## src/rtl/rr_mux_arbiter_pkg.sv

```systemverilog
// Shared types, constants and the rotating-priority pick function for rr_mux_arbiter.
package rr_mux_arbiter_pkg;

  typedef enum logic {EMPTY, FULL} arb_state_t;

  localparam int              CNT_W     = 8;
  localparam logic [CNT_W-1:0] CNT_MAX  = 8'hFF;
  localparam int              MAX_REQ   = 16;
  localparam int              MAX_PTR_W = 4;

  // One-hot winner: first set bit of valid searching ptr, ptr+1, ... modulo n.
  function automatic logic [MAX_REQ-1:0] rr_pick(
    input logic [MAX_REQ-1:0]   valid,
    input logic [MAX_PTR_W-1:0] ptr,
    input int unsigned          n
  );
    logic [MAX_REQ-1:0] gnt;
    logic               found;
    int unsigned        idx;
    gnt   = '0;
    found = 1'b0;
    for (int unsigned k = 0; k < MAX_REQ; k++) begin
      idx = 32'(ptr) + k;
      if (idx >= n) idx = idx - n;
      if (k < n && !found && valid[idx[MAX_PTR_W-1:0]]) begin
        gnt[idx[MAX_PTR_W-1:0]] = 1'b1;
        found                   = 1'b1;
      end
    end
    return gnt;
  endfunction

endpackage

```

## src/rtl/rr_pick_onehot.sv

```systemverilog
// Rotating-priority one-hot selector; combinational, zero latency, no backpressure of its own.
module rr_pick_onehot #(
  parameter int N_REQ = 4,
  parameter int PTR_W = $clog2(N_REQ)
) (
  input  logic [N_REQ-1:0] valid,
  input  logic [PTR_W-1:0] ptr,
  output logic [N_REQ-1:0] onehot
);
  import rr_mux_arbiter_pkg::*;

  logic [MAX_REQ-1:0] pick;
  logic               unused_pick;

  assign pick        = rr_pick(MAX_REQ'(valid), MAX_PTR_W'(ptr), N_REQ);
  assign onehot      = pick[N_REQ-1:0];
  assign unused_pick = ^pick;

endmodule

```

## src/rtl/rr_mux_arbiter.sv

```systemverilog
// Round-robin N_REQ:1 arbiter loading one output register: 1-cycle latency, 1 word/cycle; a stall holds
// out_* stable and drops every req_ready. `RR_ARB_GNT_CNT_EN adds saturating per-requester grant counters.
module rr_mux_arbiter
  import rr_mux_arbiter_pkg::*;
#(
  parameter  int N_REQ  = 4,
  parameter  int DATA_W = 8,
  localparam int PTR_W  = $clog2(N_REQ)
) (
  input  logic                    clk,
  input  logic                    rst_n,
  input  logic [N_REQ-1:0]        req_valid,
  input  logic [N_REQ*DATA_W-1:0] req_data,
  output logic [N_REQ-1:0]        req_ready,
  output logic                    out_valid,
  output logic [DATA_W-1:0]       out_data,
  input  logic                    out_ready,
`ifdef RR_ARB_GNT_CNT_EN
  output logic [PTR_W-1:0]        out_src,
  input  logic                    cnt_clr,
  output logic [N_REQ*CNT_W-1:0]  gnt_cnt
`else
  output logic [PTR_W-1:0]        out_src
`endif
);

  arb_state_t        state;
  logic [PTR_W-1:0]  rr_ptr;
  logic [PTR_W-1:0]  win_idx;
  logic [PTR_W-1:0]  nxt_ptr;
  logic [N_REQ-1:0]  win_oh;
  logic [DATA_W-1:0] win_dat;
  logic              load;

  rr_pick_onehot #(.N_REQ(N_REQ), .PTR_W(PTR_W)) u_pick (
    .valid  (req_valid),
    .ptr    (rr_ptr),
    .onehot (win_oh)
  );

  // rst_n gates load so no requester sees a grant while the block is held in reset.
  assign load      = rst_n && (state == EMPTY || out_ready) && (|req_valid);
  assign req_ready = load ? win_oh : '0;

  always_comb begin
    win_idx = '0;
    win_dat = '0;
    for (int i = 0; i < N_REQ; i++) begin
      if (win_oh[i]) begin
        win_idx = PTR_W'(i);
        win_dat = req_data[i*DATA_W +: DATA_W];
      end
    end
  end

  assign nxt_ptr = (win_idx == PTR_W'(N_REQ-1)) ? '0 : win_idx + PTR_W'(1);

  always_ff @(posedge clk or negedge rst_n) begin
    if (!rst_n) begin
      state     <= EMPTY;
      out_valid <= 1'b0;
      out_data  <= '0;
      out_src   <= '0;
      rr_ptr    <= '0;
    end else begin
      case (state)
        EMPTY: begin
          if (load) begin
            state     <= FULL;
            out_valid <= 1'b1;
            out_data  <= win_dat;
            out_src   <= win_idx;
            rr_ptr    <= nxt_ptr;
          end
        end
        FULL: begin
          if (load) begin
            out_data <= win_dat;
            out_src  <= win_idx;
            rr_ptr   <= nxt_ptr;
          end else if (out_ready) begin
            state     <= EMPTY;
            out_valid <= 1'b0;
          end
        end
        default: begin
          state     <= EMPTY;
          out_valid <= 1'b0;
        end
      endcase
    end
  end

`ifdef RR_ARB_GNT_CNT_EN
  always_ff @(posedge clk or negedge rst_n) begin
    if (!rst_n) begin
      gnt_cnt <= '0;
    end else begin
      for (int i = 0; i < N_REQ; i++) begin
        if (cnt_clr) begin
          gnt_cnt[i*CNT_W +: CNT_W] <= '0;
        end else if (load && win_oh[i] && gnt_cnt[i*CNT_W +: CNT_W] != CNT_MAX) begin
          gnt_cnt[i*CNT_W +: CNT_W] <= gnt_cnt[i*CNT_W +: CNT_W] + CNT_W'(1);
        end
      end
    end
  end
`endif

endmodule

```

## config.mk

```make
export PLATFORM = sky130hd
export DESIGN_NAME = rr_mux_arbiter
export DESIGN_NICKNAME = d
export VERILOG_FILES = /design/src/rtl/rr_mux_arbiter_pkg.sv /design/src/rtl/rr_pick_onehot.sv /design/src/rtl/rr_mux_arbiter.sv
export SDC_FILE = /design/constraint.sdc
export NUM_CORES = 1
export LEC_CHECK = 0
export CORE_UTILIZATION = 46
export DETAILED_ROUTE_END_ITERATION = 16
export PLACE_DENSITY = 0.85
export REMOVE_ABC_BUFFERS = 1
export SLEW_MARGIN = 5
export SYNTH_ARGS = -nofsm -noshare
export SYNTH_HDL_FRONTEND = slang
export SYNTH_SLANG_ARGS = --single-unit
```

## constraint.sdc

```tcl
create_clock -name clk -period 7.48 [get_ports clk]
set_clock_uncertainty 0.15 [all_clocks]
set_input_delay 0.748 -clock clk [delete_from_list [all_inputs] [get_ports clk]]
set_output_delay 0.748 -clock clk [all_outputs]
set_load 0.03 [all_outputs]
```

==> results summary, run 1 <==
The flow ran to the end, and the final reports show no timing, DRC or antenna violations. The synthesized design spends more area on one cell type than any other, namely sky130_fd_sc_hd__dfrtp_1. The ratio of routed vias to standard cells came out at 5.98.

The kind of start point of the critical path is a flip-flop. Walking the worst path, the cells encountered are inv_1 -> ha_1 -> and3_4 -> nor4_2 -> a221o_2 -> nor2b_1 -> clkdlybuf4s50_1. For the pin with the worst max-slew slack, the measured transition is approximately 940 ps. The max capacitance violation total came out at 0. The combined global-route utilization of all metal layers is roughly a quarter. For this run, the post-layout net count is between 200 and 250. The fraction of the mapped netlist area in compound gates is around 28%. The number of flops mapped to enable cells by yosys came out at 0. The share of the cycle needed by the critical path after routing came out at ~63%.

The post-layout worst setup margin came out at 2800 ps. By area, the combinational part of the netlist is dominated by compound AO/OA/AOI/OAI gates. The most used flip-flop cell after synthesis is sky130_fd_sc_hd__dfrtp_1. In this design, the stage delay of the slowest critical-path cell is 720 ps. The total of hold buffers inserted after clock tree synthesis came out at 0. Along the worst path, the maximum fanout reaches 16.

Based on the critical path, the design can be clocked at up to 214 MHz. Pin placement for this block handled 54 I/O pins. The top-area cell type share of the netlist area is about 27%. The number of buffers created by CTS is 3. The number of register bits inferred by synthesis came out at 14. The accumulated negative setup slack is 0 ps. The number of antenna violations at the first check in global routing came out at 0. On the final layout, the worst hold slack is approximately 320 ps. No sink is reached through more buffers than the 2 on the longest clock path. In the final routed layout, each cell accounts on average for around 17 microns. The number of pins with negative max-slew slack in the final report is 0. By startpoint and endpoint, the worst setup path is classified as reg -> out. The initial utilization of the core area, before any placement, comes to between 50% and 60%. In this run, distinct cell masters in the synthesized netlist total 40. The height of the chip is 55.2 microns. The netlist area before placement is 1300 sq um. The global-route wire length before repair is 5.20 mm.

The shortest period the worst path allows came out at 4680 ps. Setup repair after global routing left no endpoint under its margin. In this run the horizontal extent of the chip is between 50 and 60 microns. Counting cells, the worst reg-to-reg path comes to 9.

The final design area excluding fillers came out at approximately 1800 sq um. The worst setup path is captured at a primary output. The initial DRC count came out at 41. The part of the Yosys area used for sequential elements came out at between 20% and 30%. The count of antenna-violating nets left after detailed routing is 0. The final standard cell utilization of the core came out at a little under three quarters. Row generation in the floorplan step produced 18 rows. The via count of the routed design came out at about 1,300. In the synthesized netlist the async set-or-reset flop fraction comes to 100%. In this run the number of H-tree levels came out at 1. The placeable core area is approximately 2600 sq um. Of the post-synthesis cell area, the part taken by muxes is between 10% and 20%.

The worst IR drop on VDD came out at 0.276 mV. After synthesis, the mean cell area works out to just under 10 sq um. The number of post-CTS setup repair buffers came out at 0. The data arrival time of the critical path is 3790 ps.

The TritonCTS clock tree is done. The die outline area came out at just over 3000 sq um. The filler cell count came out at 212. The half-perimeter wire length after placement is around 2.7 mm. The static leakage is approximately 0.75 nW. The fraction of layout instances using a drive strength above 1 came out at around an eighth. Entering global routing, the biggest net connects 20 pins. The number of iterations in the first detailed-routing pass is 4. The total of endpoints with negative setup slack in the final report is 0. The total routed wirelength came out at approximately 3.5 mm. The via count of the first global-routing pass came to between 1,000 and 1,500. The count of unresolved DRC violations after routing came out at 0. The area after detailed placement came out at 1810 sq um. The instance count of the mapped netlist came out at around 130. The worst hold path belongs to the class reg -> reg.

The count of synthesis-stage warnings from yosys came out at 0. The total count of hold-check failures in the final report was 0. The clock-pin slew on the worst setup and hold paths is around 80 ps. By area the synthesized netlist is led by sky130_fd_sc_hd__dfrtp_1, sky130_fd_sc_hd__a221oi_2, sky130_fd_sc_hd__ha_1, sky130_fd_sc_hd__mux2i_1, sky130_fd_sc_hd__nor2b_1. The pre-CTS setup slack came out at slightly below 3000 ps. The relative slew slack is between 30% and 40%. Data on the critical path is required at its endpoint by between 6000 and 7000 ps.

The cell type of the slowest stage on the worst timing path is sky130_fd_sc_hd__dfrtp_1. The count of cells resized by post-cts repair came out at 0. The clock latency on the worst-skew pair came out at around 280 ps. Counting instances, the worst hold path has a depth of 1. The overall overflow remaining after global route is 0.

0 antenna diodes ended up in the layout. The root buffer cell chosen for the clock tree is sky130_fd_sc_hd__clkbuf_4. Summing the areas of all xor and xnor instances in the mapped netlist gives 0% of the synthesized area.

The adder-cell share of the synthesized area came out at ~6.7%. The clock sink count came out at 14. The number of I/O port buffers is 53. Dividing total power by cell area gives a power density of roughly 410 nW/um^2. The share of synthesized cell area in and, or, nand and nor gates is 20.9%. The routability-driven placement congestion ratio is 0.861.

The relative area change from synthesis to final layout is 41.7%.
cell families after synthesis:
kind of cell | Yosys count
flops | 14
fa+ha+maj | 7
simple gates | 42
compound gates | 44
mux | 12
buf+inv | 12
cell usage in the layout (no fill, tap or decap), types with 2 or more instances in the layout:
cell,n
sky130_fd_sc_hd__a21oi_1,3
sky130_fd_sc_hd__a221oi_1,2
sky130_fd_sc_hd__a221oi_2,9
sky130_fd_sc_hd__a31oi_1,2
sky130_fd_sc_hd__clkbuf_4,3
sky130_fd_sc_hd__clkdlybuf4s50_1,53
sky130_fd_sc_hd__dfrtp_1,14
sky130_fd_sc_hd__ha_1,7
sky130_fd_sc_hd__inv_1,4
sky130_fd_sc_hd__mux2i_1,8
sky130_fd_sc_hd__mux4_2,2
sky130_fd_sc_hd__nand2_1,11
sky130_fd_sc_hd__nand2b_1,5
sky130_fd_sc_hd__nand4_1,2
sky130_fd_sc_hd__nor2_1,4
sky130_fd_sc_hd__nor2b_1,9
sky130_fd_sc_hd__nor4_2,2
sky130_fd_sc_hd__o21ai_0,8
sky130_fd_sc_hd__o21ai_1,4
sky130_fd_sc_hd__o22ai_1,8
sky130_fd_sc_hd__or4b_1,2
final cells by class:
type                    instances  area [sq um]  area share [%]
clock buffers                   4          36.3            1.97
inverters                       4          15.0           0.815
multi-input cells             105           872            47.4
flip-flops and latches         14           350            19.0
well taps                      30          37.5            2.04
repair buffers                 53           531            28.8
flip-flops by register name, indices dropped and copies added, names as in the netlist:
signal and cells:
out_data 8, out_src 2, out_valid 1, rr_ptr 2, state 1
metrics by stage:
stage | cells | total power [mW]
detailed placement | 206 | 0.705
CTS | 210 | 0.765
floorplan | 123 | 0.533
global route | 210 | 0.811
global placement | 206 | 0.689
finish | 210 | 0.762
metal layers:
| layer | track usage [%] | wire [microns] | vias to the layer above |
|---|---|---|---|
| li1 | - | - | 603 |
| met1 | 27.7 | 1430 | 593 |
| met2 | 45.4 | 1790 | 54 |
| met3 | 6.01 | 249 | 5 |
| met4 | 9.58 | 44 | 0 |
| met5 | 0 | 0 | - |
report_power, final:
part | internal (mW) | switching [mW]
clock | 0.0296 | 0.0249
combinational | 0.247 | 0.317
sequential | 0.109 | 0.0349
synthesized netlist by cell type, types with 2 or more instances:
| cell | number |
|---|---|
| sky130_fd_sc_hd__dfrtp_1 | 14 |
| sky130_fd_sc_hd__nand2_1 | 11 |
| sky130_fd_sc_hd__a221oi_2 | 9 |
| sky130_fd_sc_hd__nor2b_1 | 9 |
| sky130_fd_sc_hd__mux2i_1 | 8 |
| sky130_fd_sc_hd__o21ai_0 | 8 |
| sky130_fd_sc_hd__o22ai_1 | 8 |
| sky130_fd_sc_hd__ha_1 | 7 |
| sky130_fd_sc_hd__nand2b_1 | 5 |
| sky130_fd_sc_hd__inv_1 | 4 |
| sky130_fd_sc_hd__nor2_1 | 4 |
| sky130_fd_sc_hd__o21ai_1 | 4 |
| sky130_fd_sc_hd__a21oi_1 | 3 |
| sky130_fd_sc_hd__buf_6 | 3 |
| sky130_fd_sc_hd__a221oi_1 | 2 |
| sky130_fd_sc_hd__a31oi_1 | 2 |
| sky130_fd_sc_hd__buf_2 | 2 |
| sky130_fd_sc_hd__buf_4 | 2 |
| sky130_fd_sc_hd__mux4_2 | 2 |
| sky130_fd_sc_hd__nand4_1 | 2 |
| sky130_fd_sc_hd__nor4_2 | 2 |
| sky130_fd_sc_hd__or4b_1 | 2 |
final timing paths:
check / startpoint / end / slack (ps)
worst max-delay path: rr_ptr[0]$_DFFE_PN0P_ / req_ready[1] / 2800
worst min-delay path: state$_DFF_PN0_ / out_valid$_DFFE_PN0P_ / 320
worst max register to register: rr_ptr[0]$_DFFE_PN0P_ / out_data[0]$_DFFE_PN0P_ / 3800
worst min register to register: state$_DFF_PN0_ / out_valid$_DFFE_PN0P_ / 320
max in group asynchronous: rst_n / out_data[7]$_DFFE_PN0P_ / 6050
min in group asynchronous: rst_n / out_data[4]$_DFFE_PN0P_ / 710
critical path: cells and delay by family (launching register included):
family          cells  cell delay [ps]
compound gates      1              470
simple gates        3              940
fa+ha+maj           1              480
buf+inv             2              890
flops               1              720
(Power assumes the default switching activity.)
==> run 2, diff against run 1 <==
--- a/config.mk
+++ b/config.mk
@@ -5,9 +5,9 @@
 export SDC_FILE = /design/constraint.sdc
 export NUM_CORES = 1
 export LEC_CHECK = 0
-export CORE_UTILIZATION = 46
+export CORE_UTILIZATION = 39
 export DETAILED_ROUTE_END_ITERATION = 16
-export PLACE_DENSITY = 0.85
+export PLACE_DENSITY = 0.77
 export REMOVE_ABC_BUFFERS = 1
 export SLEW_MARGIN = 5
 export SYNTH_ARGS = -nofsm -noshare
==> constraint.sdc (replaced) <==
create_clock -name clk -period 3.9 [get_ports clk]
set_clock_uncertainty 0.15 [all_clocks]
set_input_delay 0.39 -clock clk [delete_from_list [all_inputs] [get_ports clk]]
set_output_delay 0.39 -clock clk [all_outputs]
set_load 0.03 [all_outputs]
==> results summary, run 2 (synthesis gave the netlist of run 1 again) <==
The global-route wire length before repair is 5.53 mm (+6.2%). In the layout the commonest cells are sky130_fd_sc_hd__clkdlybuf4s50_1, sky130_fd_sc_hd__dfrtp_1, sky130_fd_sc_hd__nand2_1. The total of hold buffers inserted after clock tree synthesis came to 0 (unchanged). The worst setup path is launched from a flip-flop. The measured slew at the worst slew-check pin is 859 ps (-84.8 ps). The clock-pin slew on the worst setup and hold paths came out at 90 ps (about the same). The run finished with clean final reports. The max capacitance violation total is 0 (unchanged).

The half-perimeter wire length after placement came out at 2.73 mm (+1.4%). The total routed wirelength was 3.46 mm (-1.5%). The worst path in the final design needs a cycle of about 3700 ps, including I/O delays and setup.

The data arrival time of the critical path is 3190 ps (-600 ps). The via count of the first global-routing pass came out at 1,264 (+5.6%). The number of nets at the end of the flow is 234 (+3.1%). The depth of the CTS H-tree is 1 (unchanged).

The count of cells resized by post-cts repair came to 0 (unchanged). Clock tree synthesis selected as its root buffer the cell sky130_fd_sc_hd__clkbuf_4. The number of antenna violations at the first check in global routing is 0 (unchanged). out_data holds more flip-flops than any other register. The filler cell count is 274 (+29%).

The initial DRC count came to 75 (+83%). The combined global-route utilization of all metal layers came out at 20.8% (-4.1 points). The total power after layout is 1.52 mW (+99%).

The static leakage is 0.786 nW (+4.5%). The depth of the worst register-to-register path was 10 (+1). The die outline area was 3570 sq um (+17%).

The number of I/O port buffers is 53 (unchanged). The top-level port count came to 54 (unchanged). The share of the cycle needed by the critical path after routing came out at approximately 96%. The total count of hold-check failures in the final report is 0 (unchanged). The antenna diode instance count was 0 (unchanged). The largest driver fanout on the critical path came to 10 (-6). The required time of the critical path came out at 3360 ps (-3220 ps). By startpoint and endpoint, the worst setup path is classified as reg -> out. The power density of the placed cells came out at 787 nW/um^2 (+90%). The maximum buffer depth of the clock tree came to 2 (unchanged). The clock latency on the worst-skew pair was 280 ps (about the same). The type of the worst min-delay path is reg -> reg. Setup repair after global routing left no endpoint under its margin. The number of pins with negative max-slew slack in the final report came out at 0 (unchanged). The worst setup path is captured at a primary output. The count of unresolved DRC violations after routing was 0 (unchanged). The number of buffers created by CTS came out at 3 (unchanged).

The relative slew slack came out at 42.6% (+5.5 points). The number of post-CTS setup repair buffers is 0 (unchanged). The ratio of routed vias to standard cells is 5.53 (-7.4%). The overall overflow remaining after global route is 0 (unchanged). The placeable core area is 3100 sq um (+21%).

The number of placement rows is 20 (+2). The via count of the routed design came out at 1,278 (+1.8%). The fraction of layout instances using a drive strength above 1 came out at 17.1% (+3.8 points). The worst hold slack across all endpoints came out at 312 ps (-3.64 ps). TritonCTS built the clock tree. The largest net degree at the start of global routing is 18 (-10%). The routability-driven placement congestion ratio came out at 0.888 (+3.2%).

The number of cells on the worst hold path is 1 (unchanged). The number of iterations in the first detailed-routing pass is 4 (unchanged). The initial cell density of the core came out at 41.9% (-8.7 points). The clock sink count came to 14 (unchanged).

The total of endpoints with negative setup slack in the final report is 0 (unchanged). The relative area change from synthesis to final layout came out at 48.6%. The maximum clock frequency is ~270 MHz. The number of flip-flops in the largest register came out at 8 (unchanged). The largest registers in the layout are out_data (8), out_src (2), rr_ptr (2). The height of the chip is 59.7 microns (+8.3%). The worst IR drop on VDD is 0.410 mV (+48%). Leaving out fill and tap cells, the most frequent cell in the layout is sky130_fd_sc_hd__clkdlybuf4s50_1. The wire length per cell after detailed routing is 15.0 microns (-10%). The count of antenna-violating nets left after detailed routing came out at 0 (unchanged). The accumulated negative setup slack is 0 ps (unchanged). The chip width is 59.7 microns (+8.3%).
-- run 2: changes by cell type in the layout (fill, tap and decap cells not counted), sizes merged --
cell  before  now
buf        0    7
-- run 2: critical path, stage by stage, from the launching register on --
cell and delay [ps]:
sky130_fd_sc_hd__dfrtp_1 560, sky130_fd_sc_hd__inv_1 150, sky130_fd_sc_hd__ha_2 470, sky130_fd_sc_hd__mux4_2 540, sky130_fd_sc_hd__nand2_1 80, sky130_fd_sc_hd__o21ai_0 70
sky130_fd_sc_hd__a221o_1 280, sky130_fd_sc_hd__nor2b_1 150, sky130_fd_sc_hd__clkdlybuf4s50_1 610
-- run 2: worst paths after layout --
check | from | endpoint | slack, ps
worst min-delay path | state$_DFF_PN0_ | out_valid$_DFFE_PN0P_ | 310
min in group asynchronous | rst_n | out_data[5]$_DFFE_PN0P_ | 330
worst max register to register | rr_ptr[0]$_DFFE_PN0P_ | out_data[6]$_DFFE_PN0P_ | 440
max in group asynchronous | rst_n | out_src[1]$_DFFE_PN0P_ | 3100
worst min register to register | state$_DFF_PN0_ | out_valid$_DFFE_PN0P_ | 310
worst max-delay path | rr_ptr[0]$_DFFE_PN0P_ | req_ready[0] | 170
-- run 2: routing by layer --
metal / global-route usage, % / part of all wire, % / vias to the layer above
li1: - / - / 613
met1: 25.0 / 42 / 609
met4: 7.31 / 1.0 / 0
met3: 5.63 / 8.1 / 4
met2: 35.6 / 49 / 52
met5: 0 / 0 / -
-- run 2: where the power goes --
group	total, mW	internal [mW]	switching, mW
Sequential	0.264	0.209	0.0556
Clock	0.105	0.0568	0.0485
Combinational	1.15	0.517	0.633
Total	1.52	0.782	0.737
-- run 2: per-stage QoR --
stage          instances  setup WS (ps)  area, sq um  utilization [%]
2_1_floorplan        123            699         1240                -
3_3_place_gp         227            392         1880             60.4
3_5_place_dp         227            314         1880             60.4
4_1_cts              231           23.3         1910             61.6
5_1_grt              231           12.3         1930             62.3
6_report             231            165         1930             62.3
-- run 2: area by class of cell --
class                   count  area (sq um)  area share, %
clock buffers               4          36.3           1.88
multi-input cells         105           892           46.2
flip-flops and latches     14           350           18.1
repair buffers             60           583           30.2
well taps                  44          55.1           2.85
inverters                   4          15.0          0.777
